[src/rtl/state_sequence_monitor_if.sv]
// Bus between the sequencer side (state samples, clear) and the sequence monitor (status/debug).
// Handshake: state_in is sampled on a rising clock edge only when state_valid=1; there is no backpressure.
interface state_sequence_monitor_if #(
   parameter int CNT_W = 16,
   parameter int ERR_W = 8
);
   logic [1:0]       state_in;
   logic             state_valid;
   logic             clear;
   logic             locked;
   logic             in_fault;
   logic             cycle_done;
   logic [CNT_W-1:0] cycle_count;
   logic             error;
   logic [ERR_W-1:0] err_count;
   logic [1:0]       err_expected;
   logic [1:0]       err_got;
   logic [1:0]       dbg_state;

   modport master (
      output state_in, state_valid, clear,
      input  locked, in_fault, cycle_done, cycle_count, error,
             err_count, err_expected, err_got, dbg_state
   );

   modport slave (
      input  state_in, state_valid, clear,
      output locked, in_fault, cycle_done, cycle_count, error,
             err_count, err_expected, err_got, dbg_state
   );
endinterface

[src/rtl/state_sequence_monitor.sv]
// Checks the IDLE->START->RUN->STOP sequencer state bus: locks at IDLE, counts
// completed cycles, and flags/captures/counts out-of-order transitions.
module state_sequence_monitor #(
   parameter int CNT_W      = 16,
   parameter int ERR_W      = 8,
   parameter bit ALLOW_HOLD = 1'b0
) (
   input logic                  clock,
   input logic                  reset_n,
   state_sequence_monitor_if.slave bus
);
   localparam logic [1:0] ST_IDLE  = 2'b00;
   localparam logic [1:0] ST_START = 2'b01;

   typedef enum logic [1:0] {SEARCH = 2'd0, TRACK = 2'd1, FAULT = 2'd2} fsm_t;

   fsm_t             state_q, state_d;
   logic [1:0]       expected_q, expected_d;
   logic [1:0]       last_q, last_d;
   logic             done_q, done_d;
   logic [CNT_W-1:0] cycle_count_q, cycle_count_d;
   logic             error_q, error_d;
   logic [ERR_W-1:0] err_count_q, err_count_d;
   logic [1:0]       err_exp_q, err_exp_d;
   logic [1:0]       err_got_q, err_got_d;
   logic [1:0]       s;

   assign s = bus.state_in;

   always_ff @(posedge clock or negedge reset_n) begin
      if (!reset_n) begin
         state_q       <= SEARCH;
         expected_q    <= ST_START;
         last_q        <= ST_IDLE;
         done_q        <= 1'b0;
         cycle_count_q <= '0;
         error_q       <= 1'b0;
         err_count_q   <= '0;
         err_exp_q     <= 2'b00;
         err_got_q     <= 2'b00;
      end else begin
         state_q       <= state_d;
         expected_q    <= expected_d;
         last_q        <= last_d;
         done_q        <= done_d;
         cycle_count_q <= cycle_count_d;
         error_q       <= error_d;
         err_count_q   <= err_count_d;
         err_exp_q     <= err_exp_d;
         err_got_q     <= err_got_d;
      end
   end

   always_comb begin
      state_d    = state_q;
      expected_d = expected_q;
      last_d     = last_q;
      done_d     = 1'b0;
      // Clear lands first so a same-edge event starts from zeroed status.
      cycle_count_d = bus.clear ? '0    : cycle_count_q;
      error_d       = bus.clear ? 1'b0  : error_q;
      err_count_d   = bus.clear ? '0    : err_count_q;
      err_exp_d     = bus.clear ? 2'b00 : err_exp_q;
      err_got_d     = bus.clear ? 2'b00 : err_got_q;

      if (bus.state_valid) begin
         case (state_q)
            SEARCH, FAULT: begin
               if (s == ST_IDLE) begin
                  state_d    = TRACK;
                  expected_d = ST_START;
                  last_d     = ST_IDLE;
               end
            end
            TRACK: begin
               if (s == expected_q) begin
                  last_d     = s;
                  expected_d = s + 2'd1;
                  if (s == ST_IDLE) begin
                     done_d        = 1'b1;
                     cycle_count_d = cycle_count_d + 1'b1;
                  end
               end else if (ALLOW_HOLD && (s == last_q)) begin
                  state_d = TRACK;
               end else begin
                  state_d = FAULT;
                  if (!error_d) begin
                     err_exp_d = expected_q;
                     err_got_d = s;
                  end
                  error_d = 1'b1;
                  if (err_count_d != {ERR_W{1'b1}})
                     err_count_d = err_count_d + 1'b1;
               end
            end
            default: state_d = SEARCH;
         endcase
      end
   end

   assign bus.locked       = (state_q == TRACK);
   assign bus.in_fault     = (state_q == FAULT);
   assign bus.cycle_done   = done_q;
   assign bus.cycle_count  = cycle_count_q;
   assign bus.error        = error_q;
   assign bus.err_count    = err_count_q;
   assign bus.err_expected = err_exp_q;
   assign bus.err_got      = err_got_q;
   assign bus.dbg_state    = state_q;
endmodule

[src/flat_wrapper.sv]
// flat-port wrapper written by rule: the top's interface ports become plain ports
module state_sequence_monitor_flat 
#(
   parameter int CNT_W      = 16,
   parameter int ERR_W      = 8,
   parameter bit ALLOW_HOLD = 1'b0
)
  (clock, reset_n, bus_state_in, bus_state_valid, bus_clear, bus_locked, bus_in_fault, bus_cycle_done, bus_cycle_count, bus_error, bus_err_count, bus_err_expected, bus_err_got, bus_dbg_state);
  state_sequence_monitor_if #(.CNT_W(CNT_W), .ERR_W(ERR_W)) bus_i ();
  input logic clock;
  input logic reset_n;
  input wire logic [$bits(bus_i.state_in)-1:0] bus_state_in;
  input wire logic [$bits(bus_i.state_valid)-1:0] bus_state_valid;
  input wire logic [$bits(bus_i.clear)-1:0] bus_clear;
  output wire logic [$bits(bus_i.locked)-1:0] bus_locked;
  output wire logic [$bits(bus_i.in_fault)-1:0] bus_in_fault;
  output wire logic [$bits(bus_i.cycle_done)-1:0] bus_cycle_done;
  output wire logic [$bits(bus_i.cycle_count)-1:0] bus_cycle_count;
  output wire logic [$bits(bus_i.error)-1:0] bus_error;
  output wire logic [$bits(bus_i.err_count)-1:0] bus_err_count;
  output wire logic [$bits(bus_i.err_expected)-1:0] bus_err_expected;
  output wire logic [$bits(bus_i.err_got)-1:0] bus_err_got;
  output wire logic [$bits(bus_i.dbg_state)-1:0] bus_dbg_state;
  assign bus_i.state_in = bus_state_in;
  assign bus_i.state_valid = bus_state_valid;
  assign bus_i.clear = bus_clear;
  assign bus_locked = bus_i.locked;
  assign bus_in_fault = bus_i.in_fault;
  assign bus_cycle_done = bus_i.cycle_done;
  assign bus_cycle_count = bus_i.cycle_count;
  assign bus_error = bus_i.error;
  assign bus_err_count = bus_i.err_count;
  assign bus_err_expected = bus_i.err_expected;
  assign bus_err_got = bus_i.err_got;
  assign bus_dbg_state = bus_i.dbg_state;
  state_sequence_monitor #(.CNT_W(CNT_W), .ERR_W(ERR_W), .ALLOW_HOLD(ALLOW_HOLD)) u_core (.clock(clock), .reset_n(reset_n), .bus(bus_i));
endmodule
[config.mk]
export PLATFORM = sky130hd
export DESIGN_NAME = state_sequence_monitor_flat
export DESIGN_NICKNAME = d
export VERILOG_FILES = /design/src/rtl/state_sequence_monitor_if.sv /design/src/rtl/state_sequence_monitor.sv /design/src/flat_wrapper.sv
export SDC_FILE = /design/constraint.sdc
export NUM_CORES = 1
export LEC_CHECK = 0
export ABC_AREA = 1
export BUFFER_PORTS_ARGS = -buffer_cell sky130_fd_sc_hd__buf_2
export CELL_PAD_IN_SITES_DETAIL_PLACEMENT = 1
export CELL_PAD_IN_SITES_GLOBAL_PLACEMENT = 2
export CORE_MARGIN = 4
export CORE_UTILIZATION = 33
export CTS_BUF_LIST = sky130_fd_sc_hd__clkbuf_8
export CTS_CLUSTER_DIAMETER = 100
export DETAILED_ROUTE_END_ITERATION = 10
export GPL_TIMING_DRIVEN = 0
export PLACE_DENSITY = 0.8
export SLEW_MARGIN = 20
export SYNTH_ARGS = -nofsm -noshare
export SYNTH_HDL_FRONTEND = slang
export SYNTH_SLANG_ARGS = --single-unit
[constraint.sdc]
create_clock -name clock -period 1.73 [get_ports clock]
set_input_delay 0.2595 -clock clock [delete_from_list [all_inputs] [get_ports clock]]
set_output_delay 0.2595 -clock clock [all_outputs]
set_load 0.03 [all_outputs]
* After elaboration in Yosys (flattened, before gate mapping)
Cells that the tools add are included.
W data, S select, Z words.
** Word-level totals
- Logic and storage cells :: 57
- Bits in registers :: 34
** Operators by class
- Add/sub/neg operators :: 3
- Equal/unequal tests :: 7
- Reduce and logical (&&, ||, !) cells :: 6
- Mux-type cells :: 33
** Operators with widths (count)
- $mux W16 :: 5
- $mux W8 :: 5
- $mux W2 :: 13
- $add A16 B1 Y16 const B :: 1
- $add A8 B1 Y8 const B :: 1
- $mux W1 :: 8
- $ne A8 B8 Y1 const B :: 1
- $pmux W2 S2 :: 2
- $logic_not A2 Y1 :: 2
- $ne A2 B1 Y1 const B :: 2
- $reduce_and A4 Y1 :: 1
- $reduce_and A3 Y1 :: 1
- $add A2 B1 Y2 const B :: 1
- $eq A2 B1 Y1 const B :: 1
- $eq A2 B2 Y1 :: 1
- $eq A2 B2 Y1 const B :: 1
- $ne A2 B2 Y1 const B :: 1
- $reduce_bool A2 Y1 :: 1
- $reduce_or A2 Y1 :: 1

* Logic depth before layout (Yosys ltp)
- Word-level depth :: 6
- Gate-level depth with buffers :: 12
- Depth with buffers taken out :: 12

* Least setup slack after synthesis
OpenSTA, ideal clock, no wires.
- Path type :: register to register
- Start :: register u_core.err_count_q[0] (netlist: u_core.bus.err_count[0])
- End :: register u_core.err_count_q[3] (netlist: u_core.bus.err_count[3])
- Required time :: 1.617 ns
- Arrival :: 1.639 ns
- Setup slack :: -0.022 ns
- Cell stages (with the launch flop) :: 13
- Cell sequence :: dfrtp_1 -> inv_1 -> nor2_1 -> ha_1 -> inv_1 -> nor3_1 -> nand2_1 -> nand2_2 -> inv_2 -> nand2_1 -> nand2_1 -> nand2_1 -> inv_1
** On the way
- Longest elaborated chain between the ends :: 6
** Ends and longest elaborated chain
- from (decl) :: RTL line state_sequence_monitor.sv:23 : logic [ERR_W-1:0] err_count_q, err_count_d;
- from (signal assigned) :: RTL line state_sequence_monitor.sv:48 : err_count_q <= err_count_d;
- $mux W8 * :: RTL line state_sequence_monitor.sv:62 : err_count_d = bus.clear ? '0 : err_count_q;
- $add A8 B1 Y8 / $ne A8 B8 Y1 (equally long branches) :: RTL line state_sequence_monitor.sv:93, state_sequence_monitor.sv:92
- $mux W8 * :: RTL line state_sequence_monitor.sv:92 : if (err_count_d != {ERR_W{1'b1}})
- $mux W8 * :: RTL line state_sequence_monitor.sv:76 : if (s == expected_q) begin
- $mux W8 * :: RTL line state_sequence_monitor.sv:67 : case (state_q)
- $mux W8 * :: RTL line state_sequence_monitor.sv:66 : if (bus.state_valid) begin
- named net u_core.err_count_d[3] :: RTL line state_sequence_monitor.sv:23
The timed path passes the listed nets; every way through them passes the cells marked *.
A chain may end at the register's enable or synchronous reset.

* Worst setup path in the final report
Ends and elaborated chain as after synthesis.

==> summary.md <==
| Metric | Value |
|---|---|
| H-tree lvl count | 2 |
| Critical Path Max Stage Delay | 0.36 ns |
| Most common cell type on the critical path | nand2_1 |
| CTS buffer count | 5 |
| Status | finished, final reports clean |
| Die Width | approximately 86 microns |
| First drt pass iteration count | 4 |
| Clock Latency Late Sink | 0.28 ns |
| Leakage power figure | 1.319 nW |
| Util after Layout | 0.4062 |
| Syn Inst Count | 254 |
| # clock sinks | 34 |
| Routed via count | 1,727 |
| Iter 0 DRT Violations | 81 |
| GP Congestion | 0.7798 |
| Nets | 310 |
| CP endpoint kind | flop |
| # IOs | 40 |
| Int Power | 1.326 mW |
| Slew HR | 0.4655 |
| CTS tree | done |
| Post-DR vias/cell | 4.581 |
| Synth warn | 0 |
| EDFF count, synth | 0 |
| Diode count | 0 |
| Share of cells above drive strength 1 | 0.2914 |
| NetSw | slightly above 0.8 mW |
| Post-route clock skew | 0.003594 ns |
| Gr ovfl total | 0 |
| Worst path required time | roughly 1.9 ns |
| Buffer levels on the longest clock path | 2 |
| Post-DP HPWL | 3.960 mm |
| Clk network pwr share | 0.270 |
| Area Overhead vs Synth | 20.13% |
| Combinational share of power | 0.291 |
| DP Area | around 0.0023 sq mm |
| Register bit total from synthesis | 34 |
| Core area | between 0.005 and 0.006 sq mm |
| Max Cap Viol | 0 |
| Global Route Usage Sum | 0.1452 |
| Routed wire length | ~5.1 mm |
| Slew Limit Fails | 0 |
| Flop pwr share | 0.439 |
| Clock-pin slew of the registers on the worst-case setup and hold paths | around 0.07 ns |
| Final Hold Vio Count | 0 |
| Hold Crit Class | in -> async |
| Avg Inst Size Synth | around 7.9 sq um |
| Root Buffer | clkbuf_8 |
| Register area share after synthesis | 0.4256 |
| FMAX | 630.8 MHz |
| Port buffer count | 39 |
| CTS Hold Bufs | 0 |
| Slowest-stage cell, CP | dfrtp_2 |
| Tmin final | between 1.5 and 2 ns |
| Layout Cells excl Fill | 377 |
| Kind of critical path | reg -> reg |
| Worst setup SP type | flop |
| Die footprint | 0.007376 sq mm |
| CP arrival | 1.77 ns |
| Pre-CTS setup slack | -0.4239 ns |
| Crit-path cells | inv_1, nor2_2, ha_1, inv_1, nor3_4, nand2_1, nand2_2, inv_2, nand2_1, nand2_1, nand2_1, inv_1 |
| Post-synth net total | between 200 and 300 |
| Initial antenna violation count | 0 |
| Power per cell area | 892.1 mW/mm^2 |
| Antenna viol nets, final | 0 |
| Synth unique cells | 29 |
| Synth Flop Type | dfrtp_1 |
| Worst setup margin | 0.1446 ns |
| Fin crit share | 0.9164 |
| Starting density of the core | 0.3381 |
| Post-route DRC violation count | 0 |
| Synth Cell Area | 0.002002 sq mm |
| Largest net degree at the start of global routing | 35 |
| Hold Slack | 0.05649 ns |
| Die height | roughly 86 microns |
| Slew @ Worst Pin | between 0.8 and 0.9 ns |
| Vias in the first global route | 1,788 |
| Per-cell routed wire length | about 13 microns |
| Critical Path Fanout Max | 4 |
| Fraction of registers with async set/reset | 1.000 |
| Maximum vdd drop | 0.0005477 V |
| Dpl cells | 368 |
| Switching part of the total | 0.3821 |
| Post-route design area | 0.002405 sq mm |
| # rows | 28 |
| Endpoints failing setup | 0 |
| First-pass GRT wire length | 8.424 mm |
[cell families (layout without fill, tap and decap cells)]
group                      Yosys count  count (layout)  share of synthesized area
buffers and inverters               50              98                    0.09812
adders and majority gates            3               3                    0.01875
and+or+nand+nor                    140             140                     0.3581
AOI/OAI and AO/OA                   13              13                    0.03812
DFF                                 34              34                     0.4256
xor gates and xnor gates            14              14                    0.06125
[worst max-delay path, delay by kind of cell, from the launching register on]
| family | cells | cell delay [ns] |
|---|---|---|
| fa+ha+maj | 1 | 0.19 |
| simple gates | 7 | 0.70 |
| flops | 1 | 0.36 |
| buf+inv | 4 | 0.24 |
[power groups by stage]
stage | registers (mW) | clock network, mW | logic, mW
after floorplan | 1.06 | 0 | 0.334
after global placement | 0.957 | 0 | 0.612
after detailed placement | 0.958 | 0 | 0.623
after CTS | 0.943 | 0.604 | 0.623
after global routing | 0.953 | 0.643 | 0.690
final | 0.942 | 0.579 | 0.625
[through the flow]
stage / setup TNS [ns] / total power, mW
6_report: 0 / 2.145
5_1_grt: -0.01189 / 2.286
4_1_cts: 0 / 2.169
3_5_place_dp: -3.142 / 1.581
3_3_place_gp: -3.027 / 1.569
2_1_floorplan: 0 / 1.394
[metal layers]
metal / part of all wire / GRT usage / vias to the layer above
li1: - / - / 875
met4: 0.015 / 0.04317 / 0
met1: 0.47 / 0.1906 / 816
met3: 0.038 / 0.03650 / 6
met2: 0.47 / 0.2355 / 30
met5: 0 / 0 / -
[final cells by class]
class | count | area [sq um]
Buffer | 2 | 16.27
Clock buffer | 5 | 68.82
Clock inverter | 3 | 13.76
Fill cell | 762 | 3516
Inverter | 47 | 176.4
Multi-Input combinational cell | 170 | 972.2
Sequential cell | 34 | 853.3
Tap cell | 75 | 93.84
Timing Repair Buffer | 41 | 210.2
[state kept, by name (all words and copies together), names as in the netlist]
signal / count
u_core.bus.cycle_count: 16
u_core.bus.err_count: 8
u_core.bus.dbg_state: 2
u_core.bus.err_expected: 2
u_core.bus.err_got: 2
u_core.expected_q: 2
u_core.bus.cycle_done: 1
u_core.bus.error: 1
[cells in the final DEF (no fill, tap or decap), types with 3 or more instances in the layout]
cell type and n:
nor2_1 19, nand4_1 7, o21ai_1 7, nand2_1 69, o21ai_0 3, nand2_2 5, nor2_2 6, nor3_1 3
nor2_4 6, xor2_1 10, nand3_1 14, inv_2 7, clkbuf_8 5, xnor2_1 4, nand3_2 4, inv_1 41
buf_2 40, dfrtp_1 32
[worst paths after layout]
kind,startpoint,to,slack (ns),cells past startpoint
hold / removal,reset_n,u_core.bus.err_count[3],0.06,1
hold reg to reg,u_core.bus.error,u_core.bus.error,0.52,2
max in group asynchronous,reset_n,u_core.bus.err_count[0],1.13,1
min in group clock,bus_state_valid,u_core.bus.dbg_state[0],0.22,2
setup reg to reg,u_core.bus.err_count[0],u_core.bus.err_count[3],0.14,12
setup / recovery,u_core.bus.err_count[0],u_core.bus.err_count[3],0.14,12
[repair_timing]
action / CTS / global route
buffers inserted: 0 / 2
pin swaps: 0 / 1
setup endpoints to repair: 3 / 6
gates resized for setup: 1 / 4
[cell usage after synthesis (3+ instances only)]
library cell | n | area, sq um
inv_1 | 40 | 150.1
xor2_1 | 10 | 87.58
nand2_1 | 69 | 259.0
ha_1 | 3 | 37.54
nand2_2 | 5 | 31.28
nor3_1 | 4 | 20.02
nor2_2 | 4 | 25.02
o21ai_0 | 3 | 15.01
xnor2_1 | 4 | 35.03
o21ai_1 | 7 | 35.03
nand4_1 | 7 | 43.79
inv_2 | 7 | 26.28
nand3_1 | 14 | 70.07
nor2_1 | 21 | 78.83
nand3_2 | 4 | 40.04
dfrtp_1 | 33 | 825.8
nor2_4 | 6 | 67.56
(Power assumes the default switching activity.)
